--- src/rtl/alu_seq_pkg.sv ---
// alu_seq_pkg: shared constants for the sequential ALU.
//   DEFAULT_WIDTH : default operand/result width
//   OP_*          : 3-bit opcode encodings
//   state_e       : controller state encoding
package alu_seq_pkg;

  localparam int DEFAULT_WIDTH = 8;

  localparam logic [2:0] OP_ADD = 3'b000;
  localparam logic [2:0] OP_SUB = 3'b001;
  localparam logic [2:0] OP_AND = 3'b010;
  localparam logic [2:0] OP_OR  = 3'b011;
  localparam logic [2:0] OP_SHL = 3'b100;
  localparam logic [2:0] OP_SHR = 3'b101;
  localparam logic [2:0] OP_MUL = 3'b110;
  localparam logic [2:0] OP_RSV = 3'b111;

  typedef enum logic [1:0] {
    ST_IDLE = 2'd0,
    ST_EXEC = 2'd1,
    ST_DONE = 2'd2
  } state_e;

endpackage

--- src/rtl/alu_seq_comb.sv ---
// alu_seq_comb: single-cycle ALU slice (ADD/SUB/AND/OR) with flag generation.
// Any opcode it does not execute yields result 0, arithmetic flags 0, err 1;
// the parent overrides that for the multi-cycle ops it runs itself.
//   a, b      : operands
//   op        : opcode
//   result    : combinational result
//   carry     : carry-out (SUB: 1 = no borrow)
//   overflow  : signed overflow
//   zero      : result == 0
//   negative  : result MSB
//   err       : opcode not handled here
module alu_seq_comb
  import alu_seq_pkg::*;
#(
  parameter int WIDTH = DEFAULT_WIDTH
) (
  input  logic [WIDTH-1:0] a,
  input  logic [WIDTH-1:0] b,
  input  logic [2:0]       op,
  output logic [WIDTH-1:0] result,
  output logic             carry,
  output logic             overflow,
  output logic             zero,
  output logic             negative,
  output logic             err
);

  logic             sub;
  logic [WIDTH-1:0] bx;
  logic [WIDTH:0]   sum;

  always_comb begin
    sub = (op == OP_SUB);
    // SUB is a + ~b + 1 so one adder serves both; the overflow test then
    // works on the effective addend bx for either op.
    bx  = sub ? ~b : b;
    sum = {1'b0, a} + {1'b0, bx} + {{WIDTH{1'b0}}, sub};

    result   = '0;
    carry    = 1'b0;
    overflow = 1'b0;
    err      = 1'b0;
    case (op)
      OP_ADD, OP_SUB: begin
        result   = sum[WIDTH-1:0];
        carry    = sum[WIDTH];
        overflow = (a[WIDTH-1] == bx[WIDTH-1]) && (sum[WIDTH-1] != a[WIDTH-1]);
      end
      OP_AND: result = a & b;
      OP_OR:  result = a | b;
      default: err = 1'b1;
    endcase

    zero     = (result == '0);
    negative = result[WIDTH-1];
  end

endmodule

--- src/rtl/alu_seq.sv ---
// alu_seq: sequential ALU with valid/ready handshakes on both sides.
// ADD/SUB/AND/OR, zero-amount shifts and the reserved opcode finish in one
// cycle; shifts step one bit per EXEC cycle; MUL is shift-add over WIDTH
// EXEC cycles.
// Build option: define ALU_SEQ_MUL_EN to include the multiplier; without it
// opcode 110 behaves as reserved (err = 1).
//   clk, rst            : clock, synchronous active-high reset
//   in_valid, in_ready  : operand handshake (in_ready only in IDLE)
//   a, b, op            : operands / opcode, sampled on accept only
//   out_valid, out_ready: result handshake
//   result, carry, overflow, zero, negative, err : registered outputs
//
// state | meaning
// IDLE  | waiting for operands, in_ready high
// EXEC  | shift / multiply stepping, cnt_q counts remaining steps down
// DONE  | result valid, held until out_ready
module alu_seq
  import alu_seq_pkg::*;
#(
  parameter int WIDTH = DEFAULT_WIDTH,
  parameter int SHW   = $clog2(WIDTH)
) (
  input  logic             clk,
  input  logic             rst,
  input  logic             in_valid,
  output logic             in_ready,
  input  logic [WIDTH-1:0] a,
  input  logic [WIDTH-1:0] b,
  input  logic [2:0]       op,
  output logic             out_valid,
  input  logic             out_ready,
  output logic [WIDTH-1:0] result,
  output logic             carry,
  output logic             overflow,
  output logic             zero,
  output logic             negative,
  output logic             err
);

  localparam int CW = $clog2(WIDTH + 1);

  state_e state_q, state_nxt;
  logic   accept;
  logic   tc;
  logic   single_op;

  logic [CW-1:0]    cnt_q;
  logic [WIDTH-1:0] sh_val_q;
  logic             sh_left_q;
  logic [WIDTH-1:0] sh_nxt;
  logic             sh_co_nxt;

  logic [WIDTH-1:0] c_result;
  logic             c_carry, c_overflow, c_zero, c_negative, c_err;

  logic [WIDTH-1:0] sc_result;
  logic             sc_carry, sc_overflow, sc_zero, sc_negative, sc_err;

  logic [WIDTH-1:0] fin_result;
  logic             fin_carry;

`ifdef ALU_SEQ_MUL_EN
  logic               mul_q;
  logic [2*WIDTH-1:0] mcand_q;
  logic [WIDTH-1:0]   mplier_q;
  logic [2*WIDTH-1:0] prod_q;
  logic [2*WIDTH-1:0] prod_nxt;
`endif

  alu_seq_comb #(.WIDTH(WIDTH)) u_comb (
    .a        (a),
    .b        (b),
    .op       (op),
    .result   (c_result),
    .carry    (c_carry),
    .overflow (c_overflow),
    .zero     (c_zero),
    .negative (c_negative),
    .err      (c_err)
  );

  assign tc = (cnt_q == CW'(1));

  always_comb begin
    single_op = 1'b1;
    case (op)
      OP_SHL, OP_SHR: single_op = (b[SHW-1:0] == '0);
`ifdef ALU_SEQ_MUL_EN
      OP_MUL:         single_op = 1'b0;
`endif
      default:        single_op = 1'b1;
    endcase
  end

  // Zero-amount shifts pass a through; everything else single-cycle comes
  // from the comb slice (which also flags the reserved opcodes).
  always_comb begin
    sc_result   = c_result;
    sc_carry    = c_carry;
    sc_overflow = c_overflow;
    sc_zero     = c_zero;
    sc_negative = c_negative;
    sc_err      = c_err;
    if (op == OP_SHL || op == OP_SHR) begin
      sc_result   = a;
      sc_carry    = 1'b0;
      sc_overflow = 1'b0;
      sc_zero     = (a == '0);
      sc_negative = a[WIDTH-1];
      sc_err      = 1'b0;
    end
  end

  always_comb begin
    sh_nxt     = sh_left_q ? {sh_val_q[WIDTH-2:0], 1'b0} : {1'b0, sh_val_q[WIDTH-1:1]};
    sh_co_nxt  = sh_left_q ? sh_val_q[WIDTH-1] : sh_val_q[0];
    fin_result = sh_nxt;
    fin_carry  = sh_co_nxt;
`ifdef ALU_SEQ_MUL_EN
    prod_nxt = mplier_q[0] ? (prod_q + mcand_q) : prod_q;
    if (mul_q) begin
      fin_result = prod_nxt[WIDTH-1:0];
      fin_carry  = |prod_nxt[2*WIDTH-1:WIDTH];
    end
`endif
  end

  always_ff @(posedge clk) begin
    if (rst) state_q <= ST_IDLE;
    else     state_q <= state_nxt;
  end

  always_comb begin
    state_nxt = state_q;
    in_ready  = 1'b0;
    out_valid = 1'b0;
    accept    = 1'b0;
    case (state_q)
      ST_IDLE: begin
        in_ready = 1'b1;
        if (in_valid) begin
          accept    = 1'b1;
          state_nxt = single_op ? ST_DONE : ST_EXEC;
        end
      end
      ST_EXEC: begin
        if (tc) state_nxt = ST_DONE;
      end
      ST_DONE: begin
        out_valid = 1'b1;
        if (out_ready) state_nxt = ST_IDLE;
      end
      default: state_nxt = ST_IDLE;
    endcase
  end

  always_ff @(posedge clk) begin
    if (rst) begin
      result    <= '0;
      carry     <= 1'b0;
      overflow  <= 1'b0;
      zero      <= 1'b0;
      negative  <= 1'b0;
      err       <= 1'b0;
      cnt_q     <= '0;
      sh_val_q  <= '0;
      sh_left_q <= 1'b0;
`ifdef ALU_SEQ_MUL_EN
      mul_q     <= 1'b0;
      mcand_q   <= '0;
      mplier_q  <= '0;
      prod_q    <= '0;
`endif
    end else if (accept) begin
      if (single_op) begin
        result   <= sc_result;
        carry    <= sc_carry;
        overflow <= sc_overflow;
        zero     <= sc_zero;
        negative <= sc_negative;
        err      <= sc_err;
      end else begin
        sh_val_q  <= a;
        sh_left_q <= (op == OP_SHL);
        cnt_q     <= CW'(b[SHW-1:0]);
`ifdef ALU_SEQ_MUL_EN
        mul_q     <= (op == OP_MUL);
        mcand_q   <= {{WIDTH{1'b0}}, a};
        mplier_q  <= b;
        prod_q    <= '0;
        if (op == OP_MUL) cnt_q <= CW'(WIDTH);
`endif
      end
    end else if (state_q == ST_EXEC) begin
      cnt_q    <= cnt_q - CW'(1);
      sh_val_q <= sh_nxt;
`ifdef ALU_SEQ_MUL_EN
      prod_q   <= prod_nxt;
      mcand_q  <= {mcand_q[2*WIDTH-2:0], 1'b0};
      mplier_q <= {1'b0, mplier_q[WIDTH-1:1]};
`endif
      if (tc) begin
        result   <= fin_result;
        carry    <= fin_carry;
        overflow <= 1'b0;
        zero     <= (fin_result == '0);
        negative <= fin_result[WIDTH-1];
        err      <= 1'b0;
      end
    end
  end

endmodule

--- config.mk ---
export PLATFORM = sky130hd
export DESIGN_NAME = alu_seq
export DESIGN_NICKNAME = d
export VERILOG_FILES = /design/src/rtl/alu_seq_pkg.sv /design/src/rtl/alu_seq_comb.sv /design/src/rtl/alu_seq.sv
export SDC_FILE = /design/constraint.sdc
export NUM_CORES = 1
export LEC_CHECK = 0
export CORE_MARGIN = 3
export CORE_UTILIZATION = 57
export CTS_CLUSTER_SIZE = 24
export DETAILED_ROUTE_END_ITERATION = 12
export HOLD_SLACK_MARGIN = 0.1
export PLACE_DENSITY = 0.85
export SYNTH_ARGS = -nofsm -noshare
export SYNTH_HDL_FRONTEND = slang
export SYNTH_SLANG_ARGS = --single-unit
--- constraint.sdc ---
create_clock -name clk -period 5 [get_ports clk]
set_clock_uncertainty 0.05 [all_clocks]
set_input_delay 1 -clock clk [delete_from_list [all_inputs] [get_ports clk]]
set_output_delay 1 -clock clk [all_outputs]
set_load 0.05 [all_outputs]
## Word-level counts from Yosys, hierarchy flattened

Cells that the tools add are included.

| word-level totals | value |
|---|---|
| flip-flop bits (word level) | 28 |
| input bits | 23 |
| output and inout bits | 15 |
| word-level logic and storage cells | 100 |

| cells by class | value |
|---|---|
| $add $sub $neg | 3 |
| eq/ne operators | 15 |
| muxes and demuxes | 51 |
| bitwise gates (word level) | 4 |
| reduce and logical (&&, ||, !) cells | 17 |

Operators with widths:

| operator | count |
|---|---|
| $mux 8 | 10 |
| $mux 1 | 32 |
| $logic_not 8->1 | 3 |
| $pmux 8 s3 | 1 |
| $mux 4 | 3 |
| $add 8x8->9 | 1 |
| $add 9x1->9 | 1 |
| $and 8x8->8 | 1 |
| $mux 2 | 4 |
| $ne 2x2->1 const B | 4 |
| $not 8->8 | 1 |
| $or 8x8->8 | 1 |
| $eq 3x2->1 const B | 2 |
| $eq 3x3->1 const B | 2 |
| $logic_not 3->1 | 2 |
| $pmux 2 s3 | 1 |
| $reduce_and 3->1 | 2 |
| $eq 4x1->1 const B | 1 |
| $reduce_and 2->1 | 2 |
| $reduce_bool 2->1 | 2 |
| $reduce_or 2->1 | 2 |
| $reduce_or 4->1 | 1 |
| $sub 4x1->4 const B | 1 |
| $eq 3x1->1 const B | 1 |
| 9 further kinds | 9 |

## Logic depth before layout (Yosys ltp)

| logic depth | value |
|---|---|
| depth after elaboration | 10 |
| depth in mapped cells | 13 |
| gate-level depth less buffers | 10 |

## By module

A second synthesis with hierarchy kept.

| unflattened totals | value |
|---|---|
| cell total of the unflattened synthesis | 305 |
| area total of the unflattened synthesis | 2421.1 um2 |

By module, submodules not included:

| module | instances | cells each | area each (um2) | seq. area each (um2) |
|---|---|---|---|---|
| alu_seq | 1 | 194 | 1645.3 | 560.5 |
| alu_seq_comb | 1 | 111 | 775.7 | 0.0 |

## Worst setup path before layout

Ideal clock, no wire load.

| timing path | value |
|---|---|
| path type | in2reg |
| from | input port op[1] |
| to | register zero |
| library setup time | 0.060 ns |
| arrival | 3.588 ns |
| required time | 4.890 ns |
| setup slack | 1.301 ns |
| stages | 13 |
| buffers on the path | 3 |
| cell sequence | buf_2 -> buf_2 -> nor2_1 -> and2_1 -> buf_2 -> xor2_1 -> fa_1 -> a21o_1 -> a2111o_1 -> o211ai_1 -> o21ai_0 -> nor4_2 -> a32o_1 |

| on the way | value |
|---|---|
| cells in the longest elaborated chain, start to end | 9 |
| elaborated cells between the ends (all ways) | 20 |
| classes of those cells | add/sub: 2; eq/ne: 6; mux: 6; reduce/logical: 6 |

RTL lines:

| element | RTL line | RTL |
|---|---|---|
| start, declared | alu_seq.sv:29 | `input logic [2:0] op,` |
| $eq 3x1->1 | alu_seq_comb.sv:33, alu_seq_comb.sv:43 |  |
| $mux 8 | alu_seq_comb.sv:36 | `bx = sub ? ~b : b;` |
| $add 8x8->9 | alu_seq_comb.sv:37 | `sum = {1'b0, a} + {1'b0, bx} + {{WIDTH{1'b0}}, sub};` |
| $add 9x1->9 | alu_seq_comb.sv:37 |  |
| $pmux 8 s3 | alu_seq_comb.sv:43 | `case (op)` |
| $logic_not 8->1 | alu_seq_comb.sv:54 | `zero = (result == '0);` |
| $mux 1 | alu_seq.sv:104 | `if (op == OP_SHL \|\| op == OP_SHR) begin` |
| $mux 1 | alu_seq.sv:175 | `if (single_op) begin` |
| $mux 1 | alu_seq.sv:174 | `end else if (accept) begin` |
| end signal, assigned | alu_seq.sv:179 | `zero <= sc_zero;` |
| end signal, assigned | alu_seq.sv:206 | `zero <= (fin_result == '0);` |
| end, declared | alu_seq.sv:35 | `output logic zero,` |

Parallel ways exist; a longest one is shown, timed or not. The select of a mux whose other input is x is not followed.
A chain may end at the register's enable or synchronous reset.

## Worst setup path in the final report

| timing path | value |
|---|---|
| from | input port op[0] |
| to | register zero |

Same word-level chain as after synthesis.

==> summary.txt <==
Routing
  • Detailed-route wire length per cell: around 17 µm
  • DR DRC count: 0
  • DRT Pass-1 Iters: 4
  • Antenna-violating nets left: 0
  • DRT iter0 DRCs: between 300 and 400
  • Vias: between 2,000 and 2,500
  • Post-DR vias/cell: ~6.3
  • Total Wirelength: 6.10 mm

Yosys
  • Async SR Flop Fraction: 0
  • Syn_area_per_cell: 7.65 µm²
  • Yosys reg bits: 27
  • Synthesized area: 2140 µm²
  • Area share of the leading cell type in the synthesized netlist: 0.252
  • Mapped Cells: 280
  • Main synth FF type: dfxtp_1
  • Post-synth EDFFs: 0
  • Sequential area share after synthesis: 0.252
  • Leading area contributor after synthesis: dfxtp_1
  • Yosys cell types: between 50 and 60
  • Syn. warnings: 0
  • Syn nets: between 300 and 400
  • Top post-synthesis cells by area: dfxtp_1 (25%), nand2_1 (6.8%), a21oi_1 (6.5%)

Timing
  • Maximum clock rate: around 250 MHz
  • Unrepaired setup endpoints after global routing: no
  • Max Transition Viols Final: 0
  • Setup violations, final: 0
  • Post-route minimum period: about 3.9 ns
  • Tcrit/Tclk final: 0.787
  • Worst Tran Pin Value: roughly 0.95 ns
  • Setup_tns: 0 ns
  • Rel. slew slack: 0.360
  • Final hold vios: 0
  • Fin Hold WS: about 0.4 ns

Floorplanning
  • Placement row count: 21
  • Core area: 3470 µm²
  • Initial Util: 0.618
  • Die Wd: approximately 67 µm
  • Die height: ~67 µm
  • Die area: around 4500 µm²
  • I/O pin count: 38

Clock network
  • Total setup buffers inserted after CTS: 0
  • CTS H-tree lvls: 1
  • Hold buffer count at CTS: 0
  • Post_cts resized: 0
  • Clock transition at path regs: 0.10 ns
  • Clock buffer depth: 2
  • Sink Count: 27
  • Root Driver: clkbuf_8
  • Total CTS buffers: 3
  • Worst-Skew Late Latency: 0.28 ns
  • CTS tree: done

Setup path
  • CP endpoint kind: flop
  • Worst-path maximum fanout: 14
  • Critical path class: primary input to flop
  • Worst Setup Start Kind: primary input
  • Crit path required time: between 5 and 6 ns
  • Worst Path Arrival: between 4 and 5 ns

Job
  • Max-cap violation count: 0

Layout
  • Multi-input gate area: roughly 1500 µm²
  • Area growth, synth to finish: 19.9%
  • Number of nets in the layout: roughly 340
  • FILL cells: ~310
  • Share of layout cells above drive strength 1: 0.0552
  • Sequential Area: approximately 540 µm²
  • N_diodes: 0

GRT
  • Antenna violations before repair: 0
  • Overall Global Routing Usage: 0.288
  • Largest net degree at the start of global routing: 28
  • Vias in the first global route: between 2,000 and 2,500
  • GRT met3 Usage: 0.0300
  • GRT met2 Usage: 0.487
  • Top Usage Layer GRT: met2
  • Overflow after GRT: 0
  • First-pass GRT wire length: roughly 10 mm
  • Met1 GRT Util: 0.395

Status
  • Status: finished, final reports clean

Power and ir drop
  • Max VDD drop: ~0.13 mV
  • PwrDens: approximately 250 nW/µm²
  • Leakage power: roughly 0.95 nW

Placement
  • IO buf count: 37
  • Gp weighted congestion: approximately 0.93
  • Post-DP HPWL: between 4 and 5 mm

Min path
  • Worst hold path class: flop to flop
[sequential cells by signal (all words and copies together), names as in the netlist, 2 cells and up]
name	count
state_q	2
sh_val_q	8
result	8
cnt_q	4
[worst paths after layout]
path	from	to	slack, ns	depth (start not counted)
max	op[0]	zero$_SDFFE_PP0P_	1.07	10
max reg2reg	state_q[0]$_SDFFE_PP0P_	zero$_SDFFE_PP0P_	2.46	6
min	result[1]$_SDFFE_PP0P_	result[1]$_SDFFE_PP0P_	0.41	2
min reg2reg	result[1]$_SDFFE_PP0P_	result[1]$_SDFFE_PP0P_	0.41	2
[cell families (layout without fill, tap and decap cells)]
kind of cell	after synthesis	count (layout)	share of synthesized area
AND/OR/NAND/NOR	108	108	0.255
XOR/XNOR	12	12	0.0490
AO/OA/AOI/OAI	91	91	0.288
flip-flops	27	27	0.252
multiplexers	8	8	0.0379
adder cells (fa/ha/maj)	12	12	0.0736
buffers and inverters	22	50	0.0444
[layer usage]
layer	share of wire	vias to the layer above	wire [µm]
li1	-	1085	-
met1	0.44	1045	2710
met2	0.48	83	2910
met3	0.065	8	396
met4	0.014	0	85
met5	0	-	0
[critical path, stage by stage]
cell and delay, ns:
clkdlybuf4s50_1 0.74, and2_1 0.42, xor2_1 0.18, fa_1 0.46, a21o_1 0.22, a2111o_1 0.41
o211ai_1 0.13, o21ai_0 0.14, nor4_2 0.22, a32o_1 0.19
[cells in the final DEF (no fill, tap or decap), types with 3 or more instances in the layout]
| cell | synthesis | routed |
|---|---|---|
| mux2i_1 | 7 | 7 |
| clkdlybuf4s50_1 | 0 | 37 |
| nor3b_1 | 4 | 4 |
| a21oi_1 | 28 | 28 |
| buf_4 | 1 | 3 |
| inv_1 | 5 | 5 |
| o21ai_1 | 3 | 3 |
| o21ai_0 | 12 | 12 |
| a31oi_1 | 5 | 5 |
| clkbuf_8 | 0 | 3 |
| nand2_1 | 39 | 39 |
| a311oi_1 | 3 | 3 |
| nor2_1 | 22 | 22 |
| dfxtp_1 | 27 | 27 |
| o21a_1 | 4 | 4 |
| xor2_1 | 9 | 9 |
| nor3_1 | 11 | 11 |
| nor4_1 | 3 | 3 |
| a21o_1 | 4 | 4 |
| or4_1 | 3 | 3 |
| xnor2_1 | 3 | 3 |
| nor2b_1 | 4 | 4 |
| or3_1 | 3 | 3 |
| ha_1 | 11 | 11 |
| nand3_1 | 7 | 7 |
| nand2b_1 | 3 | 3 |
| a211oi_1 | 3 | 3 |
| o211ai_1 | 10 | 10 |
[cell type report]
class                           count  area share
Clock buffer                        3      0.0161
Tap cell                           46      0.0224
Timing Repair Buffer               40       0.153
Inverter                            6     0.00876
Clock inverter                      1     0.00292
Sequential cell                    27       0.210
Multi-Input combinational cell    231       0.587
[synth_stat cells (2+ instances only)]
cell type   n
a31oi_1     5
ha_1       11
nand2b_1    3
nand2_1    39
nor4_1      3
nor2b_1     4
a21oi_1    28
a21o_1      4
buf_2       7
nor3_1     11
dfxtp_1    27
o21ai_0    12
a311oi_1    3
a211oi_1    3
nor3b_1     4
buf_1       3
o2bb2ai_1   2
and2_1      2
o21ai_1     3
o211ai_1   10
nor2_1     22
a41oi_1     2
inv_1       5
o31ai_1     2
nand3_1     7
o21a_1      4
or3_1       3
xnor2_1     3
or4_1       3
xor2_1      9
a32oi_1     2
mux2i_1     7
clkbuf_1    5
[through the flow]
step	worst slack (ns)	utilization	std cells	total power, mW	cell area, µm²
2_1_floorplan	1.30	-	280	0.421	2140
3_5_place_dp	0.797	0.727	350	0.504	2520
6_report	1.07	0.741	354	0.636	2570
5_1_grt	0.806	0.741	354	0.666	2570
4_1_cts	1.07	0.741	354	0.631	2570
3_3_place_gp	0.893	0.727	350	0.499	2520
[report_power, final]
group | internal [mW] | switching [mW] | leakage (nW)
Sequential | 0.230 | 0.0126 | 0.220
Clock | 0.0568 | 0.0776 | 0.0217
Combinational | 0.101 | 0.158 | 0.705
Total | 0.388 | 0.248 | 0.947
Note: power is estimated with default switching activity, not from simulation.
